$ cat config.mk
export PLATFORM = sky130hd
export DESIGN_NAME = bm_sample_sink
export DESIGN_NICKNAME = d
export VERILOG_FILES = /design/src/rtl/bm_rng_pkg.sv /design/src/rtl/bm_pair_fifo.sv /design/src/rtl/bm_sample_sink.sv
export SDC_FILE = /design/constraint.sdc
export NUM_CORES = 1
export LEC_CHECK = 0
export ABC_AREA = 1
export CAP_MARGIN = 15
export CORE_ASPECT_RATIO = 0.7
export CORE_MARGIN = 4
export CORE_UTILIZATION = 55
export DETAILED_ROUTE_END_ITERATION = 16
export DONT_BUFFER_PORTS = 1
export PLACE_DENSITY = 0.83
export SETUP_SLACK_MARGIN = 0.02
export SYNTH_ARGS = -nofsm -noshare
export SYNTH_HDL_FRONTEND = slang
export SYNTH_SLANG_ARGS = --single-unit
export TNS_END_PERCENT = 100
$ cat constraint.sdc
create_clock -name clk -period 2.95 [get_ports clk]
set_input_delay 0.295 -clock clk [delete_from_list [all_inputs] [get_ports clk]]
set_output_delay 0.295 -clock clk [all_outputs]
set_load 0.02 [all_outputs]
$ cat src/rtl/bm_rng_pkg.sv
// bm_rng_pkg: shared types for the Box-Muller RNG output path.
//   SAMPLE_W   : width of one RNG sample
//   bm_pair_t  : one {x0, x1} pair as produced by the RNG core
//   bm_phase_t : output-stage phase (EMPTY, X0, X1)
package bm_rng_pkg;

    localparam int SAMPLE_W = 16;

    typedef struct packed {
        logic [SAMPLE_W-1:0] x0;
        logic [SAMPLE_W-1:0] x1;
    } bm_pair_t;

    typedef enum logic [1:0] {
        EMPTY = 2'd0,
        X0    = 2'd1,
        X1    = 2'd2
    } bm_phase_t;

endpackage

$ cat src/rtl/bm_pair_fifo.sv
// bm_pair_fifo: DEPTH-entry synchronous FIFO of bm_pair_t.
// Ports:
//   clk, reset   clock, asynchronous active-high reset (pointers/level)
//   push, wdata  write one pair (caller guarantees !full or a same-cycle pop)
//   pop, rdata   rdata is the current head; pop advances it (caller guarantees !empty)
//   full, empty  status flags
//   level        number of pairs held
module bm_pair_fifo
    import bm_rng_pkg::*;
#(
    parameter int DEPTH = 8
) (
    input  logic                     clk,
    input  logic                     reset,
    input  logic                     push,
    input  bm_pair_t                 wdata,
    input  logic                     pop,
    output bm_pair_t                 rdata,
    output logic                     full,
    output logic                     empty,
    output logic [$clog2(DEPTH):0]   level
);

    localparam int AW = $clog2(DEPTH);

    bm_pair_t        mem [DEPTH];
    logic [AW-1:0]   wptr;
    logic [AW-1:0]   rptr;

    // Storage carries no reset; only pointers and level define validity.
    always_ff @(posedge clk) begin
        if (push) mem[wptr] <= wdata;
    end

    // DEPTH is a power of two, so pointers wrap by natural overflow.
    always_ff @(posedge clk or posedge reset) begin
        if (reset) begin
            wptr  <= '0;
            rptr  <= '0;
            level <= '0;
        end else begin
            if (push) wptr <= wptr + 1'b1;
            if (pop)  rptr <= rptr + 1'b1;
            case ({push, pop})
                2'b10:   level <= level + 1'b1;
                2'b01:   level <= level - 1'b1;
                default: level <= level;
            endcase
        end
    end

    assign rdata = mem[rptr];
    assign full  = (level == (AW+1)'(DEPTH));
    assign empty = (level == '0);

endmodule

$ cat src/rtl/bm_sample_sink.sv
// bm_sample_sink: receives {x0,x1} pairs from the Box-Muller RNG core (no
// backpressure), buffers them in a FIFO and emits a single 16-bit sample
// stream with valid/ready. Pairs arriving while the FIFO is full are dropped
// and counted.
// Ports:
//   clk, reset          clock, asynchronous active-high reset
//   en                  accept pairs when 1; in_valid ignored when 0
//   in_valid,x0_in,x1_in  input pair
//   clear               sync clear of drop_cnt/overflow/stats
//   out_data,out_sel    current sample and which half of the pair it is
//   out_valid,out_ready output handshake
//   level               pairs held in the FIFO (output stage excluded)
//   drop_cnt,overflow   saturating drop counter, sticky drop flag
//   stat_cnt,stat_sum   emitted-sample count and signed sum
// Configuration: define BM_SINK_STATS_EN to build the stats counters;
// otherwise stat_cnt/stat_sum are tied to zero.
module bm_sample_sink
    import bm_rng_pkg::*;
#(
    parameter int DEPTH = 8,
    parameter int CNT_W = 16
) (
    input  logic                     clk,
    input  logic                     reset,
    input  logic                     en,
    input  logic                     in_valid,
    input  logic [SAMPLE_W-1:0]      x0_in,
    input  logic [SAMPLE_W-1:0]      x1_in,
    input  logic                     clear,
    output logic [SAMPLE_W-1:0]      out_data,
    output logic                     out_sel,
    output logic                     out_valid,
    input  logic                     out_ready,
    output logic [$clog2(DEPTH):0]   level,
    output logic [CNT_W-1:0]         drop_cnt,
    output logic                     overflow,
    output logic [31:0]              stat_cnt,
    output logic [31:0]              stat_sum
);

    bm_phase_t state, state_nxt;
    bm_pair_t  pair_q;
    bm_pair_t  head;
    logic      fifo_full, fifo_empty;
    logic      pop;
    logic      push_req, accept, drop;

    // A full FIFO still takes a pair when the output stage pops in the same cycle.
    assign push_req = en & in_valid;
    assign accept   = push_req & (~fifo_full | pop);
    assign drop     = push_req & ~accept;

    bm_pair_fifo #(.DEPTH(DEPTH)) u_fifo (
        .clk   (clk),
        .reset (reset),
        .push  (accept),
        .wdata ('{x0: x0_in, x1: x1_in}),
        .pop   (pop),
        .rdata (head),
        .full  (fifo_full),
        .empty (fifo_empty),
        .level (level)
    );

    always_ff @(posedge clk or posedge reset) begin
        if (reset) state <= EMPTY;
        else       state <= state_nxt;
    end

    // Output phase FSM. X1 refills straight from the FIFO on its handshake so
    // back-to-back pairs stream without a bubble.
    always_comb begin
        state_nxt = state;
        pop       = 1'b0;
        out_valid = 1'b0;
        out_data  = '0;
        out_sel   = 1'b0;
        case (state)
            EMPTY: begin
                if (!fifo_empty) begin
                    pop       = 1'b1;
                    state_nxt = X0;
                end
            end
            X0: begin
                out_valid = 1'b1;
                out_data  = pair_q.x0;
                if (out_ready) state_nxt = X1;
            end
            X1: begin
                out_valid = 1'b1;
                out_data  = pair_q.x1;
                out_sel   = 1'b1;
                if (out_ready) begin
                    if (!fifo_empty) begin
                        pop       = 1'b1;
                        state_nxt = X0;
                    end else begin
                        state_nxt = EMPTY;
                    end
                end
            end
            default: state_nxt = EMPTY;
        endcase
    end

    always_ff @(posedge clk or posedge reset) begin
        if (reset)    pair_q <= '0;
        else if (pop) pair_q <= head;
    end

    // clear wins over a same-cycle drop.
    always_ff @(posedge clk or posedge reset) begin
        if (reset) begin
            drop_cnt <= '0;
            overflow <= 1'b0;
        end else if (clear) begin
            drop_cnt <= '0;
            overflow <= 1'b0;
        end else if (drop) begin
            overflow <= 1'b1;
            if (drop_cnt != '1) drop_cnt <= drop_cnt + 1'b1;
        end
    end

`ifdef BM_SINK_STATS_EN
    always_ff @(posedge clk or posedge reset) begin
        if (reset) begin
            stat_cnt <= '0;
            stat_sum <= '0;
        end else if (clear) begin
            stat_cnt <= '0;
            stat_sum <= '0;
        end else if (out_valid && out_ready) begin
            stat_cnt <= stat_cnt + 32'd1;
            stat_sum <= stat_sum + {{(32-SAMPLE_W){out_data[SAMPLE_W-1]}}, out_data};
        end
    end
`else
    assign stat_cnt = '0;
    assign stat_sum = '0;
`endif

endmodule

* Yosys cells after proc, flatten, opt, wreduce, memory -nomap -nowiden
Memories as Yosys holds them, arrays and structs flattened. A register that Yosys moved wholly into a read port is not among the register bits.
Cells that the tools add are included.
** Word-level totals
- Word-level logic and storage cells :: 54
- Input bits :: 38
- Memories kept :: 1
- Memory bits (writable) :: 256
- Register bits :: 29
** Operators by class
- $add $sub $neg :: 5
- Mux-type cells :: 19
- Bitwise gates (word level) :: 6
- Reductions and logical operators :: 8
- Equal/unequal tests :: 9
** Memories
- u_fifo.mem :: words 8, width 32, read ports 1, clocked after Yosys merged registers in 1, write ports 1, line bm_pair_fifo.sv:26 : bm_pair_t mem [DEPTH];
** Operators with widths (number)
- two-way mux 16 bit :: 3
- case mux 16 bit (2 select lines) :: 1
- adder 16 x 1 -> 16 bit (second input constant) :: 1
- inequality test 16 bit (second input constant) :: 1
- two-way mux 1 bit :: 9
- case mux 4 bit (2 select lines) :: 1
- adder 3 x 1 -> 3 bit (second input constant) :: 2
- two-way mux 2 bit :: 3
- inequality test 2 bit (second input constant) :: 3
- case mux 2 bit (3 select lines) :: 1
- nonzero test 2 bit :: 3
- adder 4 x 1 -> 4 bit (second input constant) :: 1
- == test 2 x 1 -> 1 bit (second input constant) :: 2
- == test 2 bit (second input constant) :: 2
- == test 4 bit (second input constant) :: 1
- zero test 4 bit :: 1
- subtractor 4 x 1 -> 4 bit (second input constant) :: 1
- AND 1 bit :: 3
- AND reduction 3 bit :: 1
- zero test 2 bit :: 1
- inverter 1 bit :: 2
- case mux 1 bit (2 select lines) :: 1
- AND reduction 2 bit :: 1
- OR reduction 2 bit :: 1
- OR 1 bit :: 1

* Depth between registers and ports, before layout
Gate-level depths: netlist of run 1.
- Depth in word-level cells :: 10
- Depth in mapped cells :: 15
- Depth with buffers taken out :: 14

* Cells and area by module
Synthesis of run 1 repeated with hierarchy kept, for this count alone.
** Second synthesis, totals
- Cell total of the unflattened synthesis :: 1309
- Area, all modules :: 13869.6 um^2
** By module, submodules not included
- bm_pair_fifo :: seq. area each 7937.6 um^2, area each 10649.0 um^2, cells each 865, times used 1
- bm_sample_sink :: seq. area each 1276.2 um^2, area each 3220.6 um^2, cells each 444, times used 1

* Least setup slack after synthesis of run 1
OpenSTA, ideal clock, no wires.
- Path kind :: register to register
- Start point :: register state[0]
- End point :: memory u_fifo.mem[0][0] in the netlist's numbering (enable)
- Data arrival time :: 3.028 ns
- Required time :: 2.529 ns
- Period minus slack after synthesis :: 3.449 ns
- Cell stages (with the launch flop) :: 11
- Path buffers :: 1
- Setup slack :: -0.499 ns
- Cell sequence :: dfrtp_1 inv_1 ha_1 buf_4 nand2_1 nand2_1 nand2_2 a21oi_2 inv_1 or2_1 nor2_1
** Between the ends
- Cells in the longest elaborated chain, start to end :: 6
- Elaborated cells between the ends (all ways) :: 7
- Those cells by class :: eq/ne (1); mux (3); bitwise (2); reduce/logical (1)
** RTL lines
- start, declared :: line bm_sample_sink.sv:41 : bm_phase_t state, state_nxt;
- start signal, assigned :: line bm_sample_sink.sv:67 : else state <= state_nxt;
- == test 2 bit or zero test 2 bit (tied branches) :: line bm_sample_sink.sv:78 : case (state)
- case mux 1 bit (2 select lines) (*) :: line bm_sample_sink.sv:78
- OR 1 bit (*) :: line bm_sample_sink.sv:50 : assign accept = push_req & (~fifo_full | pop);
- AND 1 bit (*) :: line bm_sample_sink.sv:50
- two-way mux 1 bit (*) :: line bm_pair_fifo.sv:32 : if (push) mem[wptr] <= wdata;
- two-way mux 1 bit (not written as such) (*) :: line bm_pair_fifo.sv:32
- end, declared :: line bm_pair_fifo.sv:26
Mark *: on every way between the ends. The rest lies on a longest branch, timed or not.

* Worst setup path after layout of run 1
- Start point :: register state[1]
- End point :: output out_data[10]
** Between the ends
- Cells in the longest elaborated chain, start to end :: 2
- Elaborated cells between the ends (all ways) :: 3
- Those cells by class :: eq/ne (2); mux (1)
** RTL lines
- == test 2 bit or == test 2 x 1 -> 1 bit (tied branches) :: line bm_sample_sink.sv:78
- case mux 16 bit (2 select lines) (*) :: line bm_sample_sink.sv:78
- end, declared :: line bm_sample_sink.sv:30 : output logic [SAMPLE_W-1:0] out_data,
Marked as above.

==> qor.csv, run 1 <==
metric,value,unit
track_usage,22.23,%
dpl_worst_slack,0.4115,ns
synth-seq-area-share,67.85,%
io_buffer_count,0,
antenna_found_initial,2,
wl_per_cell,20.05,um
die_width,195.8,um
drtIter0Drc,1065,
hold_ws,0.1524,ns
routabilityCongestion,0.8850,
syn_area_per_cell,11.29,um^2
synth_top_area_share,56.61,%
clock-root-buffer,clkbuf_16,
hp-class,in2reg,
final_cell_mix,"edfxtp_1, nor2_1, nand2_1, o21ai_0",
start_util,56.74,%
die_area,27310,um^2
slew_headroom,48.05,%
post-route-cell-area,15050,um^2
first_pass_iters,6,
area_growth,10.82,%
clk_latency,0.54,ns
cts-buffers-inserted,28,
post_cts_buffers,0,
detail-route-antenna-nets,0,
synth_cell_types,31,
internal_power,8973,uW
power_frac_clock,26.1,%
pwr-share-comb,33.2,%
period_minus_slack,2.732,ns
endpoint_kind,output pin,
place_area,13750,um^2
via_count,9085,
peakVddDrop,0.7685,mV
fmax,0.3660,GHz
cts_max_path_buffers,3,
clock_skew,0.01061,ns
die_height,139.5,um
p_seq_share,40.7,%
path_buf_inv,1,
required,2.65,ns
synth_area_leaders,"edfxtp_1, dfrtp_1, nor2_1, o21ai_0, nand2_1",
coreArea,23930,um^2
overflow,0,
drive_above_1_share,7.354,%
hold_violations,0,
slew_violations,0,
crit_fanout,17,
clock-sinks,317,
yosysWarningCount,0,
wirelength,31.47,mm
synth_area,13580,um^2
worstMarginPinSlew,0.7792,ns
hpwl,19.92,mm
critical_path.startpoint_type,flop,
power.net_switching,5452,uW
grt_pass1_wl,48.35,mm
cts_hold_buf,34,
cellPowerDensity,958.6,nW/um^2
maxCapViolCount,0,
rsz0062_at_grt,false,
cts_max_level,1,
clk_pin_slew,0.07,ns
final_common_cell,edfxtp_1,
leakage,0.005457,uW
syn_inst,1203,
num-nets-final,1278,
crit_family,adder cells,
vias_per_cell,5.787,
cpPeakStageDelay,0.68,ns
path_cells,inv_1 -> ha_1 -> nand2_1 -> a21oi_1,
status,finished clean,
ys_ff_latch,317,
switching_share,37.79,%
drc,0,
crit_arrival,2.44,ns
yosysTopAreaCell,edfxtp_1,
grt_max_degree,130,
rows,47,
cts_tree,built,
layout_setup_ws,0.2176,ns
crit_slowest_cell,ha_1,
finalSetupViolCount,0,
path_class,reg2out,
ctsResizeCount,0,
num_io_pins,141,
grt_pass1_vias,8545,
fin_crit_sh,92.63,%
[through the flow]
step / setup TNS [ns] / utilization (%) / total power [uW] / std cells
after detailed placement: 0 / 57.45 / 10580 / 1483
after global routing: 0 / 62.86 / 15160 / 1569
after floorplan: -63.89 / - / 9258 / 1266
after global placement: 0 / 57.45 / 10390 / 1483
final: 0 / 62.87 / 14420 / 1570
after CTS: 0 / 62.86 / 14430 / 1569
[worst paths after layout]
| kind | cells after the start | slack, ns | to | startpoint |
|---|---|---|---|---|
| max | 4 | 0.22 | out_data[10] | state[1] |
| min | 3 | 0.15 | u_fifo.wptr[1] | in_valid |
| max reg2reg | 10 | 0.37 | u_fifo.mem[0][9] | state[0] |
| min reg2reg | 2 | 0.49 | pair_q[19] | pair_q[19] |
| max in group asynchronous | 3 | 2.01 | u_fifo.wptr[1] | reset |
| min in group asynchronous | 2 | 0.31 | drop_cnt[3] | reset |
[area by class of cell]
| cell class | instances | area, um^2 |
|---|---|---|
| Inverter | 33 | 126.4 |
| Sequential cell | 317 | 9219 |
| Timing Repair Buffer | 62 | 600.6 |
| Fill cell | 1748 | 8886 |
| Clock inverter | 13 | 142.6 |
| Tap cell | 318 | 397.9 |
| Antenna cell | 1 | 2.502 |
| Multi-Input combinational cell | 787 | 3746 |
| Clock buffer | 39 | 813.3 |
[power groups by stage]
stage               sequential (uW)  clock [uW]  combinational [uW]
finish                         5880        3760                4780
global placement               5930           0                4460
floorplan                      5780           0                3480
CTS                            5860        3800                4770
detailed placement             5950           0                4630
global route                   5920        3980                5260
[synth_stat cells, drive strengths merged]
master,number
or2,2
o211ai,64
o31ai,1
inv,32
nand3b,1
nand4,7
o21ai,144
conb,1
nand3,54
nor2,227
ha,10
o21bai,1
xnor2,2
clkbuf,31
xor2,9
nand2,178
dfrtp,61
edfxtp,256
a21oi,22
fa,1
buf,98
clkinv,1
[registers in the layout, summed over array words and instances, names as in the netlist]
register      cells
u_fifo.mem      256
pair_q           32
drop_cnt         16
u_fifo.level      4
u_fifo.rptr       3
u_fifo.wptr       3
state             2
overflow          1
[kinds of logic (layout without fill, tap and decap cells)]
| kind of cell | count (synthesis) | in the layout | share of synthesized area (%) |
|---|---|---|---|
| xor+xnor | 11 | 11 | 0.7095 |
| flops | 317 | 317 | 67.85 |
| other cells | 1 | 65 | 0.02762 |
| fa+ha+maj | 11 | 11 | 1.069 |
| simple gates | 469 | 469 | 13.80 |
| buf+inv | 162 | 147 | 6.745 |
| compound gates | 232 | 232 | 9.795 |
[layer usage]
metal  track usage, %  wire length (um)  up-vias
li1                 -                 -     4114
met2            34.75             14670      546
met3            4.808              3194       83
met1            31.65             12490     4338
met5                0                27        -
met4            7.051              1099        4
[worst reg2reg max path: stages (launching register included)]
cell     delay, ns
dfrtp_1       0.43
inv_1         0.11
ha_1          0.19
nand2_1       0.06
nand2_1       0.06
nand2_2       0.06
a21oi_2       0.35
inv_1         0.11
or2_1         0.38
nor2_4        0.18
buf_4         0.32
(Power assumes the default switching activity.)
==> run 2, diff against run 1 <==
- PLACE_DENSITY: 0.83 -> 0.71
==> qor.csv, run 2 (synthesis results as in run 1) <==
metric,value,unit,change
cts-buffers-inserted,29,,was 28
worstSetupStartpoint,state[0],,was state[1]
final_common_cell,edfxtp_1,,unchanged
drive_above_1_share,7.962,%,was 7.354%
start_util,56.74,%,unchanged
required,2.65,ns,about the same
wirelength,31.60,mm,was 31.47 mm
routabilityCongestion,0.8406,,was 0.8850
die_area,27310,um^2,unchanged
largest_register,u_fifo.mem,,unchanged
vias_per_cell,5.651,,was 5.787
slew_violations,0,,unchanged
wl_per_cell,20.05,um,about the same
min_from,in_valid,,unchanged
clock_skew,0.02381,ns,was 0.01061 ns
grt_max_degree,130,,unchanged
critical_path.startpoint_type,flop,,unchanged
status,finished clean,,unchanged
wl_met2,14.08,mm,was 14.67 mm
num-nets-final,1282,,was 1278
detail-route-antenna-nets,0,,unchanged
io_buffer_count,0,,unchanged
crit_fanout,16,,was 17
final_cell_mix,"edfxtp_1, nor2_1, nand2_1, o21ai_0",,unchanged
cts_tree,built,,unchanged
hpwl,19.63,mm,was 19.92 mm
coreArea,23930,um^2,unchanged
rsz0062_at_grt,false,,unchanged
via_count,8906,,was 9085
area_growth,11.74,%,was 10.82%
dpl_worst_slack,0.3905,ns,was 0.4115 ns
clk_pin_slew,0.06,ns,was 0.07 ns
hold_violations,0,,unchanged
fill_cells,1808,,was 1748
cts_max_level,1,,unchanged
fmax,0.3570,GHz,was 0.3660 GHz
grt_pass1_vias,8427,,was 8545
hp-class,in2reg,,unchanged
die_height,139.5,um,unchanged
rows,47,,unchanged
grt_pass1_wl,49.37,mm,was 48.35 mm
die_width,195.8,um,unchanged
leakage,0.005515,uW,was 0.005457 uW
endpoint_kind,output pin,,unchanged
post_cts_buffers,0,,unchanged
maxCapViolCount,0,,unchanged
rr_startpoint,state[0],,unchanged
finish.utilization,63.40,%,was 62.87%
fin_setup_tns,0,ns,unchanged
slew_headroom,40.87,%,was 48.05%
worstMarginPinSlew,0.8869,ns,was 0.7792 ns
first_pass_iters,5,,was 6
crit_arrival,2.51,ns,was 2.44 ns
highest_layer,met4,,was met5
wl_met3,2.910,mm,was 3.194 mm
path_class,reg2out,,unchanged
cellPowerDensity,965.7,nW/um^2,was 958.6 nW/um^2
num_io_pins,141,,unchanged
finalSetupViolCount,0,,unchanged
largest_register_ffs,256,,unchanged
cts_max_path_buffers,3,,unchanged
drc,0,,unchanged
track_usage,22.74,%,was 22.23%
clk_latency,0.55,ns,was 0.54 ns
post-route-cell-area,15170,um^2,was 15050 um^2
clock-root-buffer,clkbuf_16,,unchanged
antenna_found_initial,1,,was 2
fin_cells,1576,,was 1570
dp.cells,1486,,was 1483
top_regs,"u_fifo.mem x256, pair_q x32, drop_cnt x16",,unchanged
drtIter0Drc,1039,,was 1065
period_minus_slack,2.801,ns,was 2.732 ns
place_area,13810,um^2,was 13750 um^2
drt-met1-wl,14.15,mm,was 12.49 mm
peakVddDrop,0.8804,mV,was 0.7685 mV
fin_crit_sh,94.94,%,was 92.63%
overflow,0,,unchanged
clock-sinks,317,,unchanged
layout_setup_ws,0.1491,ns,was 0.2176 ns
run 2: path summary, 6_finish.rpt:
path | to | slack, ns | depth (start not counted)
max | out_data[14] | 0.15 | 4
min | u_fifo.wptr[2] | 0.12 | 4
max reg2reg | u_fifo.mem[7][23] | 0.30 | 9
min reg2reg | pair_q[21] | 0.48 | 2
max in group asynchronous | u_fifo.rptr[1] | 1.84 | 3
min in group asynchronous | u_fifo.level[1] | 0.45 | 3
run 2: repair_timing:
| item | CTS | global route |
|---|---|---|
| endpoints found under the hold margin | 322 | 0 |
| gates resized for setup | 0 | 0 |
| hold buffers | 34 | 0 |
run 2: metrics by stage:
| stage | hold slack [ns] | total power (uW) |
|---|---|---|
| 2_1_floorplan | 0.3581 | 9258 |
| 3_3_place_gp | 0.3611 | 10520 |
| 3_5_place_dp | 0.3682 | 10620 |
| 4_1_cts | 0.1024 | 14690 |
| 5_1_grt | 0.1588 | 15510 |
| 6_report | 0.1206 | 14650 |
run 2: layer usage:
layer  vias to the layer above  global-route usage [%]
li1                       4124                       -
met1                      4321                   36.33
met3                        39                   4.349
met4                         0                   4.297
met2                       422                   33.02
met5                         -                       0
run 2: layout make-up:
cell class	instances	area (um^2)	share of cell area [%]
clock inverter	17	222.7	1.468
antenna	2	5.005	0.03298
clock buffer	37	795.8	5.244
inverter	33	126.4	0.8329
timing repair buffer	65	660.6	4.354
sequential	317	9219	60.76
tap	318	397.9	2.622
multi-input combinational	787	3746	24.69
run 2: worst max-delay path, cell delays in order (launching register included):
cell,delay (ns)
dfrtp_1,0.44
inv_1,0.10
ha_1,0.46
inv_1,0.35
a21oi_1,0.60
run 2: power by group:
group          internal, uW  switching (uW)
Sequential             5450             491
Combinational          1390            3370
Clock                  2350            1600
Total                  9190            5460
